===== config.mk =====
export PLATFORM = sky130hd
export DESIGN_NAME = seq_bcd_converter
export DESIGN_NICKNAME = d
export VERILOG_FILES = /design/src/rtl/seq_bcd_converter.sv
export SDC_FILE = /design/constraint.sdc
export NUM_CORES = 1
export LEC_CHECK = 0
export BUFFER_PORTS_ARGS = -buffer_cell sky130_fd_sc_hd__buf_2
export CELL_PAD_IN_SITES_DETAIL_PLACEMENT = 1
export CELL_PAD_IN_SITES_GLOBAL_PLACEMENT = 1
export CORE_MARGIN = 3
export CORE_UTILIZATION = 25
export CTS_BUF_LIST = sky130_fd_sc_hd__clkbuf_8
export DETAILED_ROUTE_END_ITERATION = 8
export HOLD_SLACK_MARGIN = 0.15
export PLACE_DENSITY = 0.62
export SLEW_MARGIN = 20
export SYNTH_ARGS = -nofsm -noshare
export SYNTH_HDL_FRONTEND = slang
export SYNTH_SLANG_ARGS = --single-unit

===== constraint.sdc =====
create_clock -name clk -period 3.12 [get_ports clk]
set_clock_uncertainty 0.1 [all_clocks]
set_input_delay 0.624 -clock clk [delete_from_list [all_inputs] [get_ports clk]]
set_output_delay 0.624 -clock clk [all_outputs]
set_load 0.02 [all_outputs]

===== src/rtl/seq_bcd_converter.sv =====
// Sequential binary-to-BCD converter (double dabble), one input bit per clock; result N cycles after start.
// start is taken only when idle; requests while busy are dropped, not queued.
module seq_bcd_converter #(
  parameter int N = 14,
  parameter int D = 4
) (
  input  logic           clk,
  input  logic           rst,
  input  logic           start,
  input  logic           signed_mode,
  input  logic [N-1:0]   bin_in,
  output logic           busy,
  output logic           done,
  output logic [4*D-1:0] bcd_out,
  output logic           neg,
  output logic           overflow
);

  localparam int CW = $clog2(N + 1);
  localparam logic [CW-1:0] LAST = CW'(N - 1);
  localparam logic [4*D-1:0] NINES = {D{4'h9}};

  typedef enum logic {IDLE, SHIFT} state_t;

  state_t         state;
  state_t         state_nxt;
  logic [N-1:0]   shreg;
  logic [4*D-1:0] acc;
  logic [CW-1:0]  cnt;
  logic           sign_q;
  logic           ovf_q;

  logic [4*D-1:0] adj;
  logic [4*D-1:0] acc_nxt;
  logic           shout;
  logic           ovf_nxt;
  logic [N-1:0]   mag;

  // Add-3 correction on every digit, then the single-bit shift.
  always_comb begin
    adj = '0;
    for (int i = 0; i < D; i++) begin
      adj[4*i +: 4] = (acc[4*i +: 4] >= 4'd5) ? acc[4*i +: 4] + 4'd3 : acc[4*i +: 4];
    end
    acc_nxt = {adj[4*D-2:0], shreg[N-1]};
    shout   = adj[4*D-1];
    ovf_nxt = ovf_q | shout;
  end

  // Negating the most negative value wraps to 2^(N-1), which is the correct unsigned magnitude.
  always_comb begin
    mag = (signed_mode && bin_in[N-1]) ? -bin_in : bin_in;
  end

  always_ff @(posedge clk) begin
    if (rst) state <= IDLE;
    else     state <= state_nxt;
  end

  always_comb begin
    state_nxt = state;
    case (state)
      IDLE:    if (start) state_nxt = SHIFT;
      SHIFT:   if (cnt == LAST) state_nxt = IDLE;
      default: state_nxt = IDLE;
    endcase
  end

  always_comb begin
    busy = (state == SHIFT);
  end

  always_ff @(posedge clk) begin
    if (rst) begin
      shreg    <= '0;
      acc      <= '0;
      cnt      <= '0;
      sign_q   <= 1'b0;
      ovf_q    <= 1'b0;
      done     <= 1'b0;
      bcd_out  <= '0;
      neg      <= 1'b0;
      overflow <= 1'b0;
    end else begin
      done <= 1'b0;
      case (state)
        IDLE: begin
          if (start) begin
            shreg  <= mag;
            acc    <= '0;
            cnt    <= '0;
            sign_q <= signed_mode & bin_in[N-1];
            ovf_q  <= 1'b0;
          end
        end
        SHIFT: begin
          acc   <= acc_nxt;
          shreg <= shreg << 1;
          ovf_q <= ovf_nxt;
          cnt   <= cnt + CW'(1);
          // Publish on the final step; outputs stay frozen during a conversion.
          if (cnt == LAST) begin
            bcd_out  <= ovf_nxt ? NINES : acc_nxt;
            neg      <= sign_q;
            overflow <= ovf_nxt;
            done     <= 1'b1;
          end
        end
        default: ;
      endcase
    end
  end

endmodule


==> summary.md <==
| Metric | Value |
|---|---|
| CP required | `2.40 ns` |
| Crit end category | `output pin` |
| Largest net degree at the start of global routing | `50` |
| Fmax | `412 MHz` |
| Reg-to-Reg End | `bcd_out[15]$_SDFFE_PP0P_` |
| R2R cell count | `6` |
| Core Box Area | `0.0115 sq mm` |
| Yosys top cell area share | `around 38%` |
| CP max FO | `49` |
| DR vias | `2747` |
| Mapped Cells | `359` |
| Area growth from synthesis to layout | `13.8%` |
| Synthesis-stage register bit count | `56` |
| Final Wtd Congestion | `roughly 0.83` |
| Worst Setup Start Kind | `flop` |
| DR iter-0 viols | `120` |
| Die Ht | `115 um` |
| Post-synth ARST share | `0%` |
| Crit share post-route | `77.8%` |
| ANT cells | `0` |
| HP Start | `sign_q$_SDFFE_PP0P_` |
| Congestion Overflow GR | `0` |
| Clk sinks | `56` |
| Initial antenna violation count | `0` |
| Routed Wire Length | `8180 um` |
| Fin nets | `413` |
| Clk_lat worst skew | `~0.32 ns` |
| CTS resizes | `0` |
| Reg clk slew, reported paths | `roughly 0.11 ns` |
| Placement Setup Slack | `0.866 ns` |
| CTS tree | `yes` |
| Slew @ Worst Pin | `slightly above 0.8 ns` |
| Final worst slack | `0.694 ns` |
| Worst-case clock buffer depth | `2` |
| Root Driver | `clkbuf_8` |
| Die W | `115 um` |
| Max-Cap Viols | `0` |
| Synth cell types | `47` |
| Hold path endpoint | `neg$_SDFFE_PP0P_` |
| CP arrival | `1.70 ns` |
| Detail Route Antenna Nets | `0` |
| Filler cells | `between 1000 and 1500` |
| First-pass GRT wire length | `approximately 14000 um` |
| RSZ-0062 raised after global routing | `no` |
| Setup Fix Bufs, Post-CTS | `0` |
| Ports | `38` |
| FP Rows | `39` |
| Hold crit path type | `reg -> reg` |
| Synth Warn # | `0` |
| Sequential fraction of the synthesis area | `37.8%` |
| Leakage | `1.28 nW` |
| Synth Net Count | `388` |
| EDFF count, synth | `0` |
| Placed wire-length estimate | `5780 um` |
| Routed len/inst | `15.5 um` |
| Initial core utilization | `25.7%` |
| R2r setup slk | `0.91 ns` |
| Most used DFF post-synth | `dfxtp_1` |
| Final worst path period need | `2.43 ns` |
| Max rail drop VDD | `0.189 mV` |
| Reg area | `0.00112 sq mm` |
| Slew headroom | `a little under half` |
| Hold path depth | `2` |
| Reg-to-Reg Start | `acc[13]$_SDFFE_PP0P_` |
| Vias in the first global route | `roughly 2800` |
| Post-synthesis cell area | `0.00296 sq mm` |
| DR vias/cell | `5.20` |
| Die ar. | `0.0132 sq mm` |
| Setup Crit Path Kind | `reg -> out` |
| Initial DRT Pass Iterations | `4` |
| H-tree depth | `2` |
| Leading area contributor after synthesis | `dfxtp_1` |
| Gr usage total | `13.0%` |
| Crit. Startpoint | `busy$_SDFF_PP0_` |
| Status | `complete, no violations` |
| Setup TNS | `0 ns` |
| Final setup fails | `0` |
| Avg Cell Area, Syn | `~8.3 sq um` |
| # hold bufs at CTS | `0` |
| Number of CTS-inserted buffers | `5` |
| Final Hold Viols | `0` |
| Power per standard cell area | `404 mW/mm^2` |
| Multi-input logic area | `0.00170 sq mm` |
| Slew Limit Fails | `0` |
| Post-layout util | `29.3%` |
| Port Buffer Count | `37` |
| Share of layout cells above drive strength 1 | `13.5%` |
| Area contributors post-synth | `dfxtp_1 (38%), nor3b_1 (5.8%), a21oi_1 (5.1%)` |
| Post-route DRC | `0` |
==> registers in the layout, indices dropped and copies added, names as in the netlist, 4 cells and up <==
signal,flops
cnt,4
shreg,14
bcd_out,16
acc,16
==> where the power goes <==
group	leakage [nW]	internal [mW]	switching, mW
Sequential	0.454	0.730	0.0150
Clock	0.0599	0.240	0.251
Combinational	0.762	0.0467	0.0801
Total	1.28	1.02	0.346
==> critical path, stage by stage, from the launching register on <==
cell and delay (ns):
dfxtp_2 0.63, buf_4 0.49, buf_2 0.25
==> area by class of cell <==
| type | count | share of cell area (%) |
|---|---|---|
| Sequential cell | 56 | 33.3 |
| Inverter | 13 | 1.45 |
| Clock inverter | 3 | 1.26 |
| Multi-Input combinational cell | 267 | 50.3 |
| Timing Repair Buffer | 41 | 6.38 |
| Tap cell | 143 | 5.31 |
| Clock buffer | 5 | 2.04 |
==> cells in the final DEF (no fill, tap or decap), types with 16 or more instances in the layout <==
cell and n:
nor2_1 26, a21oi_1 30, o21ai_0 24, buf_2 37, nor3b_1 23, nand2_1 16
dfxtp_1 55, a31oi_1 20
==> cell usage after synthesis (3+ instances only) <==
library cell  instances
dfxtp_1              56
a21oi_1              30
nor2_1               26
o21ai_0              24
nor3b_1              23
a31oi_1              20
clkbuf_1             20
nand2_1              16
and2_1               14
nand3_1              14
inv_1                13
ha_1                 11
nor3_1               11
a211o_1               9
nand2b_1              8
o22ai_1               7
xnor2_1               5
o221a_1               4
or3_1                 4
nor2b_1               3
nor4_1                3
o31a_1                3
xor2_1                3
==> logic make-up after synthesis <==
kind of cell | synth area share, %
buf+inv | 4.94
flops | 37.8
xor+xnor | 2.36
mux | 0.676
compound gates | 23.8
fa+ha+maj | 4.65
simple gates | 25.7
==> how the worst max path moves through the flow <==
| stage | cells past startpoint | end | slack [ns] |
|---|---|---|---|
| after CTS | 2 | busy | 0.64 |
| final | 2 | busy | 0.69 |
| after detailed placement | 7 | shreg[8]$_SDFFE_PP0P_ | 0.87 |
| after global routing | 2 | busy | 0.52 |
| after floorplan | 7 | bcd_out[11]$_SDFFE_PP0P_ | 1.14 |
| after global placement | 7 | shreg[6]$_SDFFE_PP0P_ | 0.93 |
==> stage by stage <==
| step | cell area [sq um] | std cells | hold WS [ns] | total power, mW |
|---|---|---|---|---|
| final | 3370 | 528 | 0.360 | 1.36 |
| after global routing | 3370 | 528 | 0.377 | 1.44 |
| after CTS | 3370 | 528 | 0.361 | 1.39 |
| after detailed placement | 3260 | 520 | 0.346 | 0.891 |
| after global placement | 3260 | 520 | 0.345 | 0.886 |
| after floorplan | 2960 | 359 | 0.331 | 0.842 |
==> metal layers <==
metal / up-vias / share of wire (%) / GRT usage, %
met1: 1333 / 49 / 17.1
met4: 0 / 0.81 / 3.99
met3: 4 / 3.4 / 2.37
li1: 1368 / - / -
met5: - / 0 / 0
met2: 42 / 47 / 21.5
Note: power is estimated with default switching activity, not from simulation.
